### config.mk
export PLATFORM = sky130hd
export DESIGN_NAME = smaesh_arbiter_v2_flat
export DESIGN_NICKNAME = d
export VERILOG_FILES = /design/src/rtl/smaesh_arbiter_v2_pkg.sv /design/src/rtl/smaesh_arbiter_v2_if.sv /design/src/rtl/smaesh_arbiter_v2_tag_fifo.sv /design/src/rtl/smaesh_arbiter_v2.sv /design/src/flat_wrapper.sv
export SDC_FILE = /design/constraint.sdc
export NUM_CORES = 1
export LEC_CHECK = 0
export CORE_MARGIN = 4
export CORE_UTILIZATION = 45
export CTS_CLUSTER_SIZE = 14
export DETAILED_ROUTE_END_ITERATION = 12
export PLACE_DENSITY = 0.66
export SYNTH_ARGS = -nofsm -noshare
export SYNTH_HDL_FRONTEND = slang
export SYNTH_SLANG_ARGS = --single-unit
### constraint.sdc
create_clock -name clk -period 4.7 [get_ports clk]
set_input_delay 0.94 -clock clk [delete_from_list [all_inputs] [get_ports clk]]
set_output_delay 0.94 -clock clk [all_outputs]
set_load 0.02 [all_outputs]
### src/rtl/smaesh_arbiter_v2_pkg.sv
// Shared types for the SMAesH stream arbiter: FSM states and counter sizing.
package smaesh_arbiter_pkg;

  typedef enum logic [2:0] {
    UNSEEDED,
    RESEEDING,
    NOKEY,
    READY,
    KEY_FETCH,
    KEY_LAST
  } state_e;

  // Width of the saturating block counter; a disabled period still needs one bit.
  function automatic int cnt_width(input int period);
    return (period == 0) ? 1 : $clog2(period + 1);
  endfunction

endpackage

### src/rtl/smaesh_arbiter_v2_if.sv
// Stream, PRNG, KSU and AES handshake bundle around the arbiter.
interface smaesh_arbiter_v2_if #(parameter int TAG_W = 8);
  logic             in_seed_valid, in_seed_ready;
  logic             in_key_valid, in_key_ready;
  logic             in_data_valid, in_data_ready;
  logic [TAG_W-1:0] in_data_tag;
  logic             prng_busy, prng_seeded, prng_start_reseed;
  logic             KSU_in_ready, KSU_busy, KSU_last_key_computation_required;
  logic             KSU_valid_in, KSU_start_fetch_procedure;
  logic             aes_in_ready, aes_busy, aes_valid_in;
  logic             out_valid, out_ready;
  logic [TAG_W-1:0] out_tag;
  logic             reseed_required;

  modport master (
    input  in_seed_valid, in_key_valid, in_data_valid, in_data_tag,
    input  prng_busy, prng_seeded,
    input  KSU_in_ready, KSU_busy, KSU_last_key_computation_required,
    input  aes_in_ready, aes_busy, out_valid, out_ready,
    output in_seed_ready, in_key_ready, in_data_ready, prng_start_reseed,
    output KSU_valid_in, KSU_start_fetch_procedure, aes_valid_in,
    output out_tag, reseed_required
  );

  modport slave (
    output in_seed_valid, in_key_valid, in_data_valid, in_data_tag,
    output prng_busy, prng_seeded,
    output KSU_in_ready, KSU_busy, KSU_last_key_computation_required,
    output aes_in_ready, aes_busy, out_valid, out_ready,
    input  in_seed_ready, in_key_ready, in_data_ready, prng_start_reseed,
    input  KSU_valid_in, KSU_start_fetch_procedure, aes_valid_in,
    input  out_tag, reseed_required
  );
endinterface

### src/rtl/smaesh_arbiter_v2_tag_fifo.sv
// In-order tag FIFO; wrap-bit pointers distinguish full from empty.
module smaesh_tag_fifo #(
  parameter int TAG_W = 8,
  parameter int DEPTH = 4
) (
  input  logic             clk,
  input  logic             rst,
  input  logic             push_i,
  input  logic             pop_i,
  input  logic [TAG_W-1:0] din_i,
  output logic             full_o,
  output logic             empty_o,
  output logic [TAG_W-1:0] head_o
);
  localparam int AW = $clog2(DEPTH);

  logic [AW:0]      wr_q, rd_q;
  logic [TAG_W-1:0] mem_q [DEPTH];
  logic             do_pop, do_push;

  assign empty_o = (wr_q == rd_q);
  assign full_o  = (wr_q[AW] != rd_q[AW]) && (wr_q[AW-1:0] == rd_q[AW-1:0]);
  assign head_o  = mem_q[rd_q[AW-1:0]];
  assign do_pop  = pop_i & ~empty_o;
  // A pop frees the head slot, so a push into a full FIFO is fine that cycle.
  assign do_push = push_i & (~full_o | do_pop);

  always_ff @(posedge clk or posedge rst) begin
    if (rst) begin
      wr_q <= '0;
      rd_q <= '0;
      for (int i = 0; i < DEPTH; i++) mem_q[i] <= '0;
    end else begin
      if (do_push) begin
        mem_q[wr_q[AW-1:0]] <= din_i;
        wr_q                <= wr_q + 1'b1;
      end
      if (do_pop) rd_q <= rd_q + 1'b1;
    end
  end
endmodule

### src/rtl/smaesh_arbiter_v2.sv
// Seed/key/data stream arbiter with forced reseeding and an output tag FIFO.
module smaesh_arbiter_v2
  import smaesh_arbiter_pkg::*;
#(
  parameter int RESEED_PERIOD = 1024,
  parameter int TAG_W         = 8,
  parameter int DEPTH         = 4
) (
  input logic                 clk,
  input logic                 rst,
  smaesh_arbiter_v2_if.master bus
);
  localparam int            CW      = cnt_width(RESEED_PERIOD);
  localparam logic [CW-1:0] CNT_MAX = (RESEED_PERIOD == 0) ? CW'(1) : CW'(RESEED_PERIOD);

  state_e           state_q, state_d;
  logic             key_loaded_q, key_loaded_d;
  logic [CW-1:0]    cnt_q, cnt_d;
  logic             last_sent_q, last_sent_d;
  logic             ksu_busy_q, aes_busy_q;
  logic             fifo_full, fifo_empty, push, pop, idle, reseed_req, data_ok;
  logic             seed_rdy, key_rdy, data_rdy, aes_v, ksu_v, reseed_p, fetch_p;
  logic [TAG_W-1:0] head;

  assign idle       = ~bus.aes_busy & ~bus.KSU_busy & fifo_empty;
  assign reseed_req = (RESEED_PERIOD != 0) && (cnt_q == CNT_MAX);
  assign pop        = bus.out_valid & bus.out_ready;

  always_comb begin
    state_d      = state_q;
    key_loaded_d = key_loaded_q;
    cnt_d        = cnt_q;
    last_sent_d  = last_sent_q;
    seed_rdy = 1'b0; key_rdy = 1'b0; data_rdy = 1'b0; aes_v = 1'b0;
    ksu_v    = 1'b0; reseed_p = 1'b0; fetch_p = 1'b0; push = 1'b0; data_ok = 1'b0;
    case (state_q)
      UNSEEDED, NOKEY, READY: begin
        // Reseeding with blocks in flight is only blocked once a key is in use.
        seed_rdy = ~bus.prng_busy & ((state_q != READY) | idle);
        if (bus.in_seed_valid & seed_rdy) begin
          reseed_p = 1'b1;
          cnt_d    = '0;
          state_d  = RESEEDING;
        end else if (state_q != UNSEEDED && bus.in_key_valid && !bus.in_seed_valid && idle) begin
          fetch_p      = 1'b1;
          key_loaded_d = 1'b0;
          state_d      = KEY_FETCH;
        end else if (state_q == READY) begin
          data_ok  = key_loaded_q & ~fifo_full & ~reseed_req & ~bus.in_seed_valid & ~bus.in_key_valid;
          aes_v    = bus.in_data_valid & data_ok;
          data_rdy = bus.aes_in_ready & data_ok;
          if (bus.in_data_valid & data_rdy) begin
            push = 1'b1;
            if (cnt_q != CNT_MAX) cnt_d = cnt_q + 1'b1;
          end
        end
      end
      RESEEDING: begin
        if (bus.prng_seeded & ~bus.prng_busy) state_d = key_loaded_q ? READY : NOKEY;
      end
      KEY_FETCH: begin
        ksu_v   = bus.in_key_valid;
        key_rdy = bus.KSU_in_ready;
        if (ksu_busy_q & ~bus.KSU_busy) begin
          if (bus.KSU_last_key_computation_required) begin
            last_sent_d = 1'b0;
            state_d     = KEY_LAST;
          end else begin
            key_loaded_d = 1'b1;
            state_d      = READY;
          end
        end
      end
      KEY_LAST: begin
        // One dummy encryption derives the last-round key; no tag is owed for it.
        aes_v = ~last_sent_q;
        if (~last_sent_q & bus.aes_in_ready) last_sent_d = 1'b1;
        if (last_sent_q & aes_busy_q & ~bus.aes_busy) begin
          key_loaded_d = 1'b1;
          state_d      = READY;
        end
      end
      default: state_d = UNSEEDED;
    endcase
  end

  always_ff @(posedge clk or posedge rst) begin
    if (rst) begin
      state_q      <= UNSEEDED;
      key_loaded_q <= 1'b0;
      cnt_q        <= '0;
      last_sent_q  <= 1'b0;
      ksu_busy_q   <= 1'b0;
      aes_busy_q   <= 1'b0;
    end else begin
      state_q      <= state_d;
      key_loaded_q <= key_loaded_d;
      cnt_q        <= cnt_d;
      last_sent_q  <= last_sent_d;
      ksu_busy_q   <= bus.KSU_busy;
      aes_busy_q   <= bus.aes_busy;
    end
  end

  smaesh_tag_fifo #(.TAG_W(TAG_W), .DEPTH(DEPTH)) u_fifo (
    .clk    (clk),
    .rst    (rst),
    .push_i (push),
    .pop_i  (pop),
    .din_i  (bus.in_data_tag),
    .full_o (fifo_full),
    .empty_o(fifo_empty),
    .head_o (head)
  );

  // Outputs are combinational, so they are forced low while reset is held.
  assign bus.in_seed_ready             = seed_rdy & ~rst;
  assign bus.in_key_ready              = key_rdy & ~rst;
  assign bus.in_data_ready             = data_rdy & ~rst;
  assign bus.aes_valid_in              = aes_v & ~rst;
  assign bus.KSU_valid_in              = ksu_v & ~rst;
  assign bus.prng_start_reseed         = reseed_p & ~rst;
  assign bus.KSU_start_fetch_procedure = fetch_p & ~rst;
  assign bus.reseed_required           = reseed_req & ~rst;
  assign bus.out_tag                   = (fifo_empty | rst) ? '0 : head;
endmodule

### src/flat_wrapper.sv
// flat-port wrapper written by rule: the top's interface ports become plain ports
module smaesh_arbiter_v2_flat import smaesh_arbiter_pkg::*;
#(
  parameter int RESEED_PERIOD = 1024,
  parameter int TAG_W         = 8,
  parameter int DEPTH         = 4
)
  (clk, rst, bus_in_seed_valid, bus_in_key_valid, bus_in_data_valid, bus_in_data_tag, bus_prng_busy, bus_prng_seeded, bus_KSU_in_ready, bus_KSU_busy, bus_KSU_last_key_computation_required, bus_aes_in_ready, bus_aes_busy, bus_out_valid, bus_out_ready, bus_in_seed_ready, bus_in_key_ready, bus_in_data_ready, bus_prng_start_reseed, bus_KSU_valid_in, bus_KSU_start_fetch_procedure, bus_aes_valid_in, bus_out_tag, bus_reseed_required);
  smaesh_arbiter_v2_if #(.TAG_W(TAG_W)) bus_i ();
  input logic clk;
  input logic rst;
  input wire logic [$bits(bus_i.in_seed_valid)-1:0] bus_in_seed_valid;
  input wire logic [$bits(bus_i.in_key_valid)-1:0] bus_in_key_valid;
  input wire logic [$bits(bus_i.in_data_valid)-1:0] bus_in_data_valid;
  input wire logic [$bits(bus_i.in_data_tag)-1:0] bus_in_data_tag;
  input wire logic [$bits(bus_i.prng_busy)-1:0] bus_prng_busy;
  input wire logic [$bits(bus_i.prng_seeded)-1:0] bus_prng_seeded;
  input wire logic [$bits(bus_i.KSU_in_ready)-1:0] bus_KSU_in_ready;
  input wire logic [$bits(bus_i.KSU_busy)-1:0] bus_KSU_busy;
  input wire logic [$bits(bus_i.KSU_last_key_computation_required)-1:0] bus_KSU_last_key_computation_required;
  input wire logic [$bits(bus_i.aes_in_ready)-1:0] bus_aes_in_ready;
  input wire logic [$bits(bus_i.aes_busy)-1:0] bus_aes_busy;
  input wire logic [$bits(bus_i.out_valid)-1:0] bus_out_valid;
  input wire logic [$bits(bus_i.out_ready)-1:0] bus_out_ready;
  output wire logic [$bits(bus_i.in_seed_ready)-1:0] bus_in_seed_ready;
  output wire logic [$bits(bus_i.in_key_ready)-1:0] bus_in_key_ready;
  output wire logic [$bits(bus_i.in_data_ready)-1:0] bus_in_data_ready;
  output wire logic [$bits(bus_i.prng_start_reseed)-1:0] bus_prng_start_reseed;
  output wire logic [$bits(bus_i.KSU_valid_in)-1:0] bus_KSU_valid_in;
  output wire logic [$bits(bus_i.KSU_start_fetch_procedure)-1:0] bus_KSU_start_fetch_procedure;
  output wire logic [$bits(bus_i.aes_valid_in)-1:0] bus_aes_valid_in;
  output wire logic [$bits(bus_i.out_tag)-1:0] bus_out_tag;
  output wire logic [$bits(bus_i.reseed_required)-1:0] bus_reseed_required;
  assign bus_i.in_seed_valid = bus_in_seed_valid;
  assign bus_i.in_key_valid = bus_in_key_valid;
  assign bus_i.in_data_valid = bus_in_data_valid;
  assign bus_i.in_data_tag = bus_in_data_tag;
  assign bus_i.prng_busy = bus_prng_busy;
  assign bus_i.prng_seeded = bus_prng_seeded;
  assign bus_i.KSU_in_ready = bus_KSU_in_ready;
  assign bus_i.KSU_busy = bus_KSU_busy;
  assign bus_i.KSU_last_key_computation_required = bus_KSU_last_key_computation_required;
  assign bus_i.aes_in_ready = bus_aes_in_ready;
  assign bus_i.aes_busy = bus_aes_busy;
  assign bus_i.out_valid = bus_out_valid;
  assign bus_i.out_ready = bus_out_ready;
  assign bus_in_seed_ready = bus_i.in_seed_ready;
  assign bus_in_key_ready = bus_i.in_key_ready;
  assign bus_in_data_ready = bus_i.in_data_ready;
  assign bus_prng_start_reseed = bus_i.prng_start_reseed;
  assign bus_KSU_valid_in = bus_i.KSU_valid_in;
  assign bus_KSU_start_fetch_procedure = bus_i.KSU_start_fetch_procedure;
  assign bus_aes_valid_in = bus_i.aes_valid_in;
  assign bus_out_tag = bus_i.out_tag;
  assign bus_reseed_required = bus_i.reseed_required;
  smaesh_arbiter_v2 #(.RESEED_PERIOD(RESEED_PERIOD), .TAG_W(TAG_W), .DEPTH(DEPTH)) u_core (.clk(clk), .rst(rst), .bus(bus_i));
endmodule
### Yosys cells after proc, flatten, opt, wreduce, memory -nomap -nowiden

Cells that the tools add are included.

| word-level totals | value |
|---|---|
| register bits | 56 |
| input port bits | 22 |
| output and inout bits | 16 |

| cells by class | value |
|---|---|
| add/sub/neg operators | 3 |
| magnitude comparators | 3 |
| equality and inequality tests | 21 |
| mux-type cells | 51 |
| bitwise operators | 42 |
| reduce and logical (&&, ||, !) cells | 18 |

Operators by type and width:

| operator | number |
|---|---|
| $mux W11 | 5 |
| $bwmux W32 | 1 |
| $mux W8 | 4 |
| $mux W1 | 29 |
| $and A1 B1 Y1 | 27 |
| $mux W3 | 6 |
| $bmux W8 S2 | 1 |
| $demux W8 S2 | 1 |
| $ne A2 B1 Y1 const B | 6 |
| $pmux W3 S4 | 1 |
| $add A11 B1 Y11 const B | 1 |
| $eq A11 B11 Y1 const B | 1 |
| $ne A11 B11 Y1 const B | 1 |
| $not A1 Y1 | 10 |
| $reduce_and A4 Y1 | 2 |
| $reduce_bool A2 Y1 | 4 |
| $add A3 B1 Y3 const B | 2 |
| $eq A3 B2 Y1 const B | 2 |
| $eq A3 B3 Y1 const B | 2 |
| $ge A3 B3 Y1 const B | 2 |
| $ne A2 B2 Y1 const B | 3 |
| $not A2 Y3 | 2 |
| $reduce_and A6 Y1 | 1 |
| $reduce_bool A3 Y1 | 2 |
| other kinds (15) | 22 |

### Logic depth before layout (Yosys ltp)

| depth | value |
|---|---|
| word-level depth | 15 |
| mapped depth | 8 |
| mapped depth without buffers | 7 |

### Hierarchy

From an unflattened synthesis, not the netlist that was laid out.

| unflattened totals | value |
|---|---|
| cells, all modules | 246 |
| area, all modules | 3138.0 um2 |

Modules (own cells, without submodules):

| module | instances | cells an instance | area each (um2) | seq. area each (um2) |
|---|---|---|---|---|
| smaesh_tag_fifo | 1 | 112 | 1905.6 | 950.9 |
| smaesh_arbiter_v2 | 1 | 134 | 1232.4 | 450.4 |

### Least setup slack after synthesis

OpenSTA, ideal clock, no wires.

| path | value |
|---|---|
| path type | input -> output |
| start point | input rst |
| end point | output bus_in_key_ready |
| arrival | 3276 ps |
| data required time | 3760 ps |
| path slack | 484 ps |
| cell stages on the path | 3 |
| buffers on the path | 1 |
| cell sequence | inv_1 -> clkbuf_1 -> and3_1 |

| on the way | value |
|---|---|
| cells in the longest elaborated chain, start to end | 2 |

Ends and longest elaborated chain:

| item | RTL line | text |
|---|---|---|
| from (decl) | flat_wrapper.sv:11 | `input logic rst;` |
| $not A1 Y1 | smaesh_arbiter_v2.sv:118 | `assign bus.in_key_ready = key_rdy & ~rst;` |
| $and A1 B1 Y1 | smaesh_arbiter_v2.sv:118 |  |
| to (decl) | flat_wrapper.sv:26 | `output wire logic [$bits(bus_i.in_key_ready)-1:0] bus_in_key_ready;` |

No other way between the ends.

### Worst setup path after layout

| path | value |
|---|---|
| start point | input bus_in_seed_valid |
| end point | output bus_in_data_ready |

| on the way | value |
|---|---|
| cells in the longest elaborated chain, start to end | 9 |
| elaborated cells between the ends (all ways) | 13 |

Ends and longest elaborated chain:

| item | RTL line | text |
|---|---|---|
| from (decl) | flat_wrapper.sv:12 | `input wire logic [$bits(bus_i.in_seed_valid)-1:0] bus_in_seed_valid;` |
| $not A1 Y1 | smaesh_arbiter_v2.sv:49 | `data_ok = key_loaded_q & ~fifo_full & ~reseed_req & ~bus.in_seed_valid & ~bus.in_key_valid;` |
| $and A1 B1 Y1 (2 in series) | smaesh_arbiter_v2.sv:49 |  |
| $and A1 B1 Y1 | smaesh_arbiter_v2.sv:51 | `data_rdy = bus.aes_in_ready & data_ok;` |
| $mux W1 | smaesh_arbiter_v2.sv:48 | `end else if (state_q == READY) begin` |
| $mux W1 | smaesh_arbiter_v2.sv:44 | `end else if (state_q != UNSEEDED && bus.in_key_valid && !bus.in_seed_valid && idle) begin` |
| $mux W1 (*) | smaesh_arbiter_v2.sv:40 | `if (bus.in_seed_valid & seed_rdy) begin` |
| $mux W1 (*) | smaesh_arbiter_v2.sv:36 | `case (state_q)` |
| $and A1 B1 Y1 (*) | smaesh_arbiter_v2.sv:119 | `assign bus.in_data_ready = data_rdy & ~rst;` |
| to (decl) | flat_wrapper.sv:27 | `output wire logic [$bits(bus_i.in_data_ready)-1:0] bus_in_data_ready;` |

Mark *: on every way between the ends. The rest lies on a longest branch, timed or not.

==> impl_metrics.toml <==
[placed_design]
dp_hpwl_um = 4410
numPortBuffers = 37
post-place-cells = 361
place_congestion = 0.801

[critical_path]
setup.worst_path.start_class = "input pin"
worst_ep_arrival_time_ns = 3.08
timing.critical_path.cells = "clkdlybuf4s50_1 > or3b_4 > a311oi_4 > and4_2 > clkdlybuf4s50_1"
worstPathMaxFanout = 6
critPathKind = "in2out"
critical_path.top_delay_family = "buffers and inverters"
crit_path_frequent_cell = "clkdlybuf4s50_1"
crit_path_start = "bus_in_seed_valid"
biggest_cell_delay_along_the_critical_path_ns = 0.60
critical_path_endpoint_category = "output pin"
crit-reg2reg-launch = "u_core.u_fifo.rd_q[0]"
cp_num_buf_inv = 2
cp_data_required_time_ns = 3.76
critPathSlowestCell = "clkdlybuf4s50_1"

[sta]
timing.final.crit_share_pct = 85.6
time_the_final_worst_path_needs_with_i_o_delays_and_setup_ns = 4.02
setup_viol = 0
rsz0062_at_grt = "no"
worst_slew_margin_rel_pct = 55.6
clock.fmax_ghz = 0.249
setup-tns-final_ns = 0
finalMaxSlewViolations = 0
max_slew.worst_pin.slew_ns = 0.666
timing.final.hold_violations = 0
timing.clock.skew_ns = 0.0107

[clocking]
cts_repair_resize_count = 0
worstSkewPairLatency_ns = 0.31
cts_setup_buffers = 0
clock_tree_from_tritoncts = "yes"
tritoncts.num_buffers = 5
hold_buffers = 0
cts.clk_slew.worst_paths_ns = 0.11
number_of_h_tree_branching_levels = 2
ctsRootBufferMaster = "clkbuf_8"
clock-sinks = 56
cts.path.max_buffers = 2

[pwr]
peakVddDrop_uv = 233
net-switching-power_mw = 0.545
power.share.combinational_pct = 33.7
power.leakage_nw = 1.65
power.share.switching_pct = 36.8
power.internal_mw = 0.937
power_density_nw_per_um2 = 414
clock_power_share_pct = 18.4
sequentialPowerShare_pct = 47.9

[worst_hold_path]
timing.hold.worst.start = "u_core.u_fifo.mem_q[3]"
min_path_type = "reg2reg"

[run_status]
run_status = "completed"

[global_routing]
use_met1_pct = 21.0
grt_use_total_pct = 16.3
global_route.usage.met3_pct = 3.34
antenna_found_initial = 0
grt_use_met2_pct = 27.4
first_global_vias = 2175
grt-ovfl-total = 0
grt_start_max_net_pins = 29
grt.busiest_layer = "met2"
wire_length_of_the_first_global_routing_pass_um = 10800

[synth]
yosys_warnings = 0
synthTopCellsByArea = "dfrtp_1 (46%), mux2_2 (11%), mux4_2 (5.2%)"
post_synth_instance_area_um2 = 3030
synthDominantAreaCellType = "dfrtp_1"
synth_top_cell_area_share_pct = 46.3
synth.most_common_cell = "dfrtp_1"
yosys_most_used_dff = "dfrtp_1"
yosysSeqAreaShare_pct = 46.3
yosys-top-cells-count = "dfrtp_1 (56), mux2_2 (29), nor2_1 (17)"
yosys_register_bits = 56
synth_edf_count = 0
synthesis.instances = 251
netlist-cell-type-count = 55
synthArstFlopShare_pct = 100
postSynthNetCount = 280
synth_area_per_cell_um2 = 12.1

[floorplan]
floorplan.core_area_um2 = 6420
floorplan.initialDensity_pct = 47.1
die_footprint_um2 = 8100
dieWidth_um = 90.0
core.rowCount = 29
io-pin-count = 38
fp.dieH_um = 90.0

[drt]
drt-wirelength-per-cell_um = 16.7
remaining_drc_errors = 0
drt_first_iter_violations = 47
drt_first_pass_iters = 4
drtAntennaViolNets = 0
routed-via-count = 2069
post_drt_via_cell_ratio = 5.61
detail_route.wirelength_um = 6170

[cells_and_area]
n_antenna_cell = 0
layout-drive-gt1-share_pct = 21.6
stdcell_count = 369
final_nets = 320
syn2layout_area_growth_pct = 18.3

[run]
drv.max_cap_violation_count = 0
## final timing paths
check | end | slack, ns | cells after the start
worst max register to register | u_core.u_fifo.mem_q[6] | 1.93 | 5
max in group asynchronous | u_core.cnt_q[0] | 3.21 | 3
worst min-delay path | u_core.u_fifo.mem_q[3] | 0.50 | 1
worst max-delay path | bus_in_data_ready | 0.68 | 5
worst min register to register | u_core.u_fifo.mem_q[3] | 0.50 | 1
min in group asynchronous | u_core.state_q[2] | 1.03 | 2
## worst register-to-register path, cell delays in order, from the launching register on
cell and delay (ns):
dfrtp_1 0.79, xnor2_2 0.23, a311oi_4 0.48, and4_1 0.61, nand2_4 0.22, mux2_1 0.35
## flip-flops by register name, indices dropped and copies added, names as in the netlist, 3 cells and up
name and cells:
u_core.u_fifo.wr_q 3, u_core.cnt_q 11, u_core.u_fifo.rd_q 3, u_core.u_fifo.mem_q 32, u_core.state_q 3
## power by group through the flow
| stage | Clock, mW | Combinational, mW | Sequential (mW) |
|---|---|---|---|
| after floorplan | 0 | 0.455 | 0.631 |
| after global placement | 0 | 0.494 | 0.718 |
| after detailed placement | 0 | 0.500 | 0.723 |
| after CTS | 0.285 | 0.502 | 0.712 |
| after global routing | 0.305 | 0.555 | 0.731 |
| final | 0.273 | 0.499 | 0.709 |
## per-layer routing
layer,routed length (µm),up-vias
met4,80,0
met3,245,7
li1,-,1002
met1,2830,1021
met2,3010,39
met5,0,-
## layout by cell type (no fill, tap or decap), types with 7 or more instances in the layout
master and count:
ha_1 7, o21ai_0 8, dfrtp_1 56, and3_1 12, nor2_1 17, clkdlybuf4s50_1 37, inv_1 7, xnor2_1 7
nand2_1 11, a21oi_1 7, mux2_2 29, mux4_2 7, nand3_1 8
## per-stage QoR
step	setup slack [ns]	cell area (µm²)	total power [mW]	util [%]	hold slack, ns
floorplan	0.484	3030	1.09	-	0.459
global placement	0.725	3490	1.21	54.3	0.470
detailed placement	0.691	3490	1.22	54.3	0.482
CTS	0.684	3580	1.50	55.7	0.507
global route	0.578	3580	1.59	55.7	0.527
finish	0.677	3580	1.48	55.7	0.501
## final cells by class
cell class	count	area (µm²)
Sequential cell	56	1400
Tap cell	77	96.3
Clock inverter	3	25.0
Multi-Input combinational cell	179	1550
Clock buffer	5	68.8
Inverter	8	30.0
Timing Repair Buffer	41	413
Fill cell	558	2840
## logic make-up after synthesis
logic type | after synthesis | share of synthesized area [%]
AND/OR/NAND/NOR | 84 | 17.1
flip-flops | 56 | 46.3
multiplexers | 42 | 18.7
AO/OA/AOI/OAI | 33 | 8.10
buffers and inverters | 16 | 2.65
XOR/XNOR | 13 | 4.26
adder cells (fa/ha/maj) | 7 | 2.89
Power figures use the tool's default switching activity.
